<file path="config.mk">
export PLATFORM = sky130hd
export DESIGN_NAME = ahb_sram_slave
export DESIGN_NICKNAME = d
export VERILOG_FILES = /design/src/rtl/ahb_sram_slave.sv
export SDC_FILE = /design/constraint.sdc
export NUM_CORES = 2
export LEC_CHECK = 0
export CORE_MARGIN = 2
export CORE_UTILIZATION = 50
export DETAILED_ROUTE_END_ITERATION = 16
export PLACE_DENSITY = 0.78
export SLEW_MARGIN = 20
export SYNTH_ARGS = -nofsm -noshare
export SYNTH_HDL_FRONTEND = slang
export SYNTH_SLANG_ARGS = --single-unit
</file>
<file path="constraint.sdc">
create_clock -name HCLK -period 2.25 [get_ports HCLK]
set_input_delay 0.5625 -clock HCLK [delete_from_list [all_inputs] [get_ports HCLK]]
set_output_delay 0.5625 -clock HCLK [all_outputs]
set_load 0.01 [all_outputs]
</file>
<file path="src/rtl/ahb_sram_slave.sv">
// ahb_sram_slave: word-organised AHB-lite SRAM slave with two-cycle ERROR response.
// Optional macro AHB_SLV_WAIT_EN compiles in the WAIT_CYCLES wait-state counter.
module ahb_sram_slave #(
    parameter logic [31:0] ADDR_BASE   = 32'hC200_0000,
    parameter int          MEM_DEPTH   = 64,
    parameter int          WAIT_CYCLES = 1
) (
    input  logic        HCLK,
    input  logic        HRESETn,
    input  logic        HSEL,
    input  logic [31:0] HADDR,
    input  logic [1:0]  HTRANS,
    input  logic        HWRITE,
    input  logic [1:0]  HSIZE,
    input  logic [31:0] HWDATA,
    input  logic        HREADYin,
    output logic        HREADYOUT,
    output logic [1:0]  HRESP,
    output logic [31:0] HRDATA
);

    localparam int IDX_W = (MEM_DEPTH > 1) ? $clog2(MEM_DEPTH) : 1;

    localparam logic [1:0] RESP_OKAY  = 2'b00;
    localparam logic [1:0] RESP_ERROR = 2'b01;

    if (MEM_DEPTH < 2 || MEM_DEPTH > 1024 ||
        (MEM_DEPTH & (MEM_DEPTH - 1)) != 0) begin : g_bad_depth
        $error("MEM_DEPTH must be a power of two in 2..1024");
    end

    if (WAIT_CYCLES < 0 || WAIT_CYCLES > 15) begin : g_bad_wait
        $error("WAIT_CYCLES must be in 0..15");
    end

    typedef enum logic [2:0] {
        ST_IDLE = 3'd0,
`ifdef AHB_SLV_WAIT_EN
        ST_WAIT = 3'd1,
`endif
        ST_DATA = 3'd2,
        ST_ERR1 = 3'd3,
        ST_ERR2 = 3'd4
    } state_e;

    state_e      state_q, state_d;
    logic [31:0] addr_q, addr_d;
    logic        write_q, write_d;
    logic [1:0]  size_q, size_d;
`ifdef AHB_SLV_WAIT_EN
    logic [3:0]  cnt_q, cnt_d;
`endif

    logic [31:0] mem_q [MEM_DEPTH];

    logic             xfer_req;
    logic             accept;
    logic [31:0]      in_off;
    logic             in_legal;
    logic [IDX_W-1:0] dp_idx;
    logic [3:0]       be;
    logic             mem_we;

    // Classify the incoming HTRANS: only NONSEQ and SEQ request a transfer
    always_comb begin
        unique case (HTRANS)
            2'b10, 2'b11: xfer_req = 1'b1;
            default:      xfer_req = 1'b0;
        endcase
    end

    assign accept = HSEL & HREADYin & xfer_req;

    // Legality of the address-phase request; out-of-window never wraps in
    always_comb begin
        in_off   = HADDR - ADDR_BASE;
        in_legal = 1'b1;
        if (HSIZE == 2'b11) begin
            in_legal = 1'b0;
        end
        if (HSIZE == 2'b01 && HADDR[0]) begin
            in_legal = 1'b0;
        end
        if (HSIZE == 2'b10 && HADDR[1:0] != 2'b00) begin
            in_legal = 1'b0;
        end
        if (HADDR < ADDR_BASE) begin
            in_legal = 1'b0;
        end
        if ((in_off >> 2) >= 32'(MEM_DEPTH)) begin
            in_legal = 1'b0;
        end
    end

    assign dp_idx = IDX_W'((addr_q - ADDR_BASE) >> 2);

    // Little-endian byte lanes touched by the latched size/address
    always_comb begin
        be = 4'b0000;
        unique case (size_q)
            2'b00:   be = 4'b0001 << addr_q[1:0];
            2'b01:   be = addr_q[1] ? 4'b1100 : 4'b0011;
            default: be = 4'b1111;
        endcase
    end

    // Next-state, latch and bus-response logic
    always_comb begin
        state_d   = state_q;
        addr_d    = addr_q;
        write_d   = write_q;
        size_d    = size_q;
`ifdef AHB_SLV_WAIT_EN
        cnt_d     = cnt_q;
`endif
        mem_we    = 1'b0;
        HREADYOUT = 1'b1;
        HRESP     = RESP_OKAY;
        HRDATA    = 32'h0;

        unique case (state_q)
            ST_IDLE, ST_DATA, ST_ERR2: begin
                if (state_q == ST_DATA) begin
                    mem_we = write_q;
                    if (!write_q) begin
                        HRDATA = mem_q[dp_idx];
                    end
                end
                if (state_q == ST_ERR2) begin
                    HRESP = RESP_ERROR;
                end
                state_d = ST_IDLE;
                if (accept) begin
                    addr_d  = HADDR;
                    write_d = HWRITE;
                    size_d  = HSIZE;
                    if (!in_legal) begin
                        state_d = ST_ERR1;
`ifdef AHB_SLV_WAIT_EN
                    end else if (WAIT_CYCLES > 0) begin
                        state_d = ST_WAIT;
                        cnt_d   = 4'(WAIT_CYCLES);
`endif
                    end else begin
                        state_d = ST_DATA;
                    end
                end
            end
`ifdef AHB_SLV_WAIT_EN
            ST_WAIT: begin
                HREADYOUT = 1'b0;
                if (cnt_q <= 4'd1) begin
                    state_d = ST_DATA;
                    cnt_d   = 4'd0;
                end else begin
                    cnt_d = cnt_q - 4'd1;
                end
            end
`endif
            ST_ERR1: begin
                HREADYOUT = 1'b0;
                HRESP     = RESP_ERROR;
                state_d   = ST_ERR2;
            end
            default: begin
                state_d = ST_IDLE;
            end
        endcase
    end

    // Control registers; reset drops any in-flight transfer
    always_ff @(posedge HCLK or negedge HRESETn) begin
        if (!HRESETn) begin
            state_q <= ST_IDLE;
            addr_q  <= 32'h0;
            write_q <= 1'b0;
            size_q  <= 2'b00;
`ifdef AHB_SLV_WAIT_EN
            cnt_q   <= 4'd0;
`endif
        end else begin
            state_q <= state_d;
            addr_q  <= addr_d;
            write_q <= write_d;
            size_q  <= size_d;
`ifdef AHB_SLV_WAIT_EN
            cnt_q   <= cnt_d;
`endif
        end
    end

    // Storage array: contents survive reset; lanes commit on the completing edge
    always_ff @(posedge HCLK) begin
        if (mem_we) begin
            for (int i = 0; i < 4; i++) begin
                if (be[i]) begin
                    mem_q[dp_idx][8*i +: 8] <= HWDATA[8*i +: 8];
                end
            end
        end
    end

endmodule
</file>
# --- After elaboration in Yosys (flattened, before gate mapping) ---
# Memory sizes are Yosys's and may differ from the RTL's.
# Cells that the tools add are included.
totals:
  regBits: 14
  ramBits: 2048
  in_bits: 73
  out_inout_bits: 35
  word_cells: 60
  mem_count: 1
memory_table:
  columns: ["memory", "depth", "word_bits", "rd", "rd_clocked_by_memory_dff", "wr", "line_no", "text"]
  rows:
  - ["mem_q", 64, 32, 1, 0, 1, "54", "logic [31:0] mem_q [MEM_DEPTH];"]
classes:
  add_sub_neg: 2
  n_lt_le_gt_ge: 2
  n_eq_ne: 9
  n_shift: 1
  mux: 31
  bitwise: 2
  reduce_logical: 8
ops:
  columns: ["operator", "n"]
  rows:
  - ["32-bit two-way mux", 3]
  - ["32-bit < comparator, second input constant", 1]
  - ["32-bit subtractor, second input constant", 1]
  - ["30-bit by 7-bit >= comparator with 1-bit output, second input constant", 1]
  - ["1-bit two-way mux", 23]
  - ["2-bit == test, second input constant", 4]
  - ["4-bit case mux with 2 select lines", 1]
  - ["8-bit by 1-bit subtractor with 8-bit output, second input constant", 1]
  - ["3-bit by 2-bit == test with 1-bit output, second input constant", 2]
  - ["3-bit case mux with 2 select lines", 1]
  - ["2-bit by 1-bit == test with 1-bit output, second input constant", 2]
  - ["4-bit two-way mux", 1]
  - ["1-bit by 2-bit left shift with 4-bit output, first input constant", 1]
  - ["3-bit == test, second input constant", 1]
  - ["3-bit logical NOT", 1]
  - ["3-bit OR reduction", 1]
  - ["1-bit AND", 2]
  - ["1-bit logical AND", 2]
  - ["2-bit logical NOT", 1]
  - ["2-bit two-way mux", 1]
  - ["1-bit case mux with 2 select lines", 1]
  - ["2-bit AND reduction", 1]
  - ["2-bit nonzero test", 1]
  - ["2-bit OR reduction", 1]

# --- Logic depth before layout (Yosys ltp) ---
depth:
  depth_word: 9
  mapped_depth: 10
  ltp_nobuf: 6

# --- Worst setup path after synthesis ---
# No wires, ideal clock.
synth_path:
  kind: "register to output"
  startpoint: "register addr_q[4]"
  endpoint: "output port HRDATA[16]"
  arrival_time_ns: 1.934
  t_required_ns: 1.688
  setup_slack_ns: -0.247
  stages_incl_launch_ff: 10
  cell_sequence: "dfrtp_1 > buf_6 > buf_6 > buf_6 > buf_6 > buf_2 > mux2i_1 > o22ai_1 > a2111oi_0 > a31oi_1"
synth_via:
  elab_chain_cells: 5
synth_lines:
  columns: ["element", "line_no", "text"]
  rows:
  - ["start, declared", "47", "logic [31:0] addr_q, addr_d;"]
  - ["start signal, assigned", "183", "addr_q <= addr_d;"]
  - ["8-bit by 1-bit subtractor with 8-bit output", "95", "assign dp_idx = IDX_W'((addr_q - ADDR_BASE) >> 2);"]
  - ["memory 64 x 32 bit", null, null]
  - ["32-bit two-way mux", "125", "if (!write_q) begin"]
  - ["32-bit two-way mux", "123", "if (state_q == ST_DATA) begin"]
  - ["32-bit two-way mux", "121", "unique case (state_q)"]
  - ["end, declared", "19", "output logic [31:0] HRDATA"]
# Every way passes these cells.

# --- Final worst setup path ---
layout_path:
  startpoint: "register addr_q[4]"
  endpoint: "output port HRDATA[28]"
# The elaborated chain is that of the path after synthesis.

==> flow_summary.toml <==
[outcome]
status = "finished with violations"
violations = "setup timing"

[synth]
synth_top_family_by_area = "multiplexers"
ys_seq_area_share_pct = 76.9
synth_seq_cells = 2062
yosys_warnings = 0
synthFlopType = "edfxtp_1"
synth_edf_count = 2048
synth_top_area_cell = "edfxtp_1"
synth_fa_ha_area_share_pct = 0.0156
synth_xor_area_share_pct = 0.0109
syn_area_um2 = 80400
syn-num-nets = 4790
synth-async-reset-ratio_pct = 0.679
synthSimpleGateAreaFrac_pct = 2.67
synth.top_cell.area_share_pct = 76.5
yosys-top-cells-area = "edfxtp_1 76%, mux2i_1 7.6%, o22ai_1 2.0%"
yosysUniqueCellTypes = 53
synthMuxAreaShare_pct = 9.36
synthCells = 4716
yosysMostFrequentCell = "edfxtp_1"
avgSynthCellArea_um2 = 17.0
synth_compound_area_share_pct = 8.99
netlist_top_cells_count = "2048 x edfxtp_1, 610 x mux2i_1, 270 x nor2_1"

[timing]
fin_crit_sh_pct = 189
worst_slack_ns = -2.01
finClkSkew_ns = 0.0262
whs_ns = 0.0989
slew_viol_final = 0
rsz0062_at_grt = "yes"
fin_crit_ns = 4.26
clock.fmax_mhz = 235
setup-tns-final_ns = -413.90
setup-violations-final = 2077
tightest_slew_ns = 1.10
hold_viol = 0
slew_headroom_pct = 26.5

[job]
drv.max_cap_violation_count = 0

[power_and_ir_drop]
ir_drop_mv = 0.903
p_leak_nw = 33.9
p_clk_share_pct = 34.9
power_frac_comb_pct = 18.4
p_int_mw = 66.8
pwr-share-seq_pct = 46.7
p_sw_share_pct = 26.5
p_sw_mw = 24.0
totalPowerFinal_mw = 90.8
p_per_area_nw_per_um2 = 894

[worst_setup_path]
critical_path_class = "reg2out"
critPathRequiredTime_ns = 1.69
r2r_end = "mem_q[0][22]$_DFFE_PP_"
r2r_slack_ns = -0.41
cp-start-kind = "flop"
r2r.worst_path.cells = 9
endpoint_kind = "primary output"
crit_fanout = 8
reg2reg_from = "addr_q[5]$_DFFE_PN0P_"
timing.critical_path.arrival_ns = 3.70

[clock_tree]
cts_buffer_depth = 3
numCtsBuffers = 190
cts_root_buffer = "clkbuf_16"
insertion_delay_ns = 0.85
h-tree-depth = 4
cts_tree = "built"
holdBufCountCts = 0
cts_sinks = 2062
clk_pin_slew_ns = 0.07

[grt]
grt_pass1_wl_mm = 337
grt_pass1_vias = 49100
track_usage_pct = 28.5
grt_start_max_net_pins = 65
grt_overflow = 0
antenna_found_initial = 19

[drt]
drc = 0
routed_wirelength_mm = 249
drt_pass1_iterations = 8
drt_first_iter_violations = 8258
vias = 51300
ant_nets = 0
via_per_inst = 6.45
routedWlPerCell_um = 31.3

[die]
core-area_um2 = 160000
ios = 108
row_count = 147
chipWidth_um = 405
dieArea_um2 = 164000
start_util_pct = 50.2
die_y_um = 405

[layout]
regArea_um2 = 61900
multi_input_area_um2 = 19700
fillers = 9985
layout-drive-gt1-share_pct = 31.7
fin_area_um2 = 102000
layout.nets = 5697
syn2layout_area_growth_pct = 26.3

[placed_design]
hpwl_mm = 152
gp_routability_congestion = 0.974
portBuffers = 105
dpl_cell_area_um2 = 91400

[min_path]
min_path_type = "in2async"
-- metal layers --
layer  GRT usage [%]  routed length [um]  up-vias
li1                -                   -    20800
met1            36.1               83000    25400
met2            44.1              113000     4188
met3            7.97               35000      880
met4            16.7               17900       16
met5           0.476                 208        -
-- critical path, stage by stage (launching register included) --
cell and delay (ns):
dfrtp_4 0.56, buf_6 0.16, clkbuf_16 0.14, buf_8 0.11, nor2_4 0.05, buf_6 0.15
clkbuf_16 0.15, a22o_1 0.23, nand2_1 0.11, a21oi_2 0.09, a2111oi_4 0.59, a31oi_4 0.18
buf_6 0.18, buf_6 0.12
-- power by group through the flow --
stage	sequential [mW]	clock (mW)	combinational [mW]
after floorplan	43.1	0	7.31
after global placement	43.2	0	12.8
after detailed placement	43.2	0	13.0
after CTS	42.4	31.7	14.5
after global routing	42.4	33.1	17.0
final	42.4	31.7	16.7
-- worst max-delay path by stage --
stage          slack, ns  cells past startpoint         end             startpoint
3_5_place_dp       -1.70                     10  HRDATA[26]  addr_q[4]$_DFFE_PN0P_
5_1_grt            -2.02                     11  HRDATA[28]  addr_q[4]$_DFFE_PN0P_
4_1_cts            -2.18                     11  HRDATA[25]  addr_q[4]$_DFFE_PN0P_
3_3_place_gp       -1.68                     10  HRDATA[25]  addr_q[4]$_DFFE_PN0P_
2_1_floorplan      -0.17                     10  HRDATA[21]  addr_q[4]$_DFFE_PN0P_
6_report           -2.01                     13  HRDATA[28]  addr_q[4]$_DFFE_PN0P_
-- layout make-up --
cell class | count | share of cell area, %
repair buffers | 1046 | 11.0
multi-input cells | 2317 | 19.4
flip-flops and latches | 2062 | 60.9
clock inverters | 106 | 1.01
diodes | 12 | 0.0296
well taps | 2160 | 2.66
inverters | 6 | 0.0296
clock buffers | 244 | 4.95
-- sequential cells by signal, summed over array words and instances (netlist names) --
register / flops
write_q: 1
state_q: 3
mem_q: 2048
addr_q: 8
size_q: 2
-- timing repair --
item	CTS	global route
pin swaps	39	102
gates cloned	15	17
setup endpoints to repair	2082	2082
resized for setup	296	415
buffers inserted	29	83
-- per-stage QoR --
step	utilization [%]	instances	setup slack, ns
6_report	63.4	7953	-2.01
5_1_grt	63.4	7948	-2.02
4_1_cts	61.9	7855	-2.18
3_5_place_dp	57.1	7462	-1.70
3_3_place_gp	57.1	7462	-1.68
2_1_floorplan	-	4716	-0.166
-- cell families after synthesis --
group / count (synthesis)
adders and majority gates: 1
other: 1
xor gates and xnor gates: 1
AOI/OAI and AO/OA: 1062
muxes: 734
DFF: 2062
and+or+nand+nor: 518
buffers and inverters: 337
-- placed cells by master, fill, tap and decap left out, types with 115 or more instances in the layout --
cell          n
mux2_2      116
mux2i_1     584
buf_4       661
buf_12      166
o22ai_1     234
nand2_1     148
clkbuf_16   207
a22oi_1     115
nor2_1      169
edfxtp_1   2048
Power figures use the tool's default switching activity.
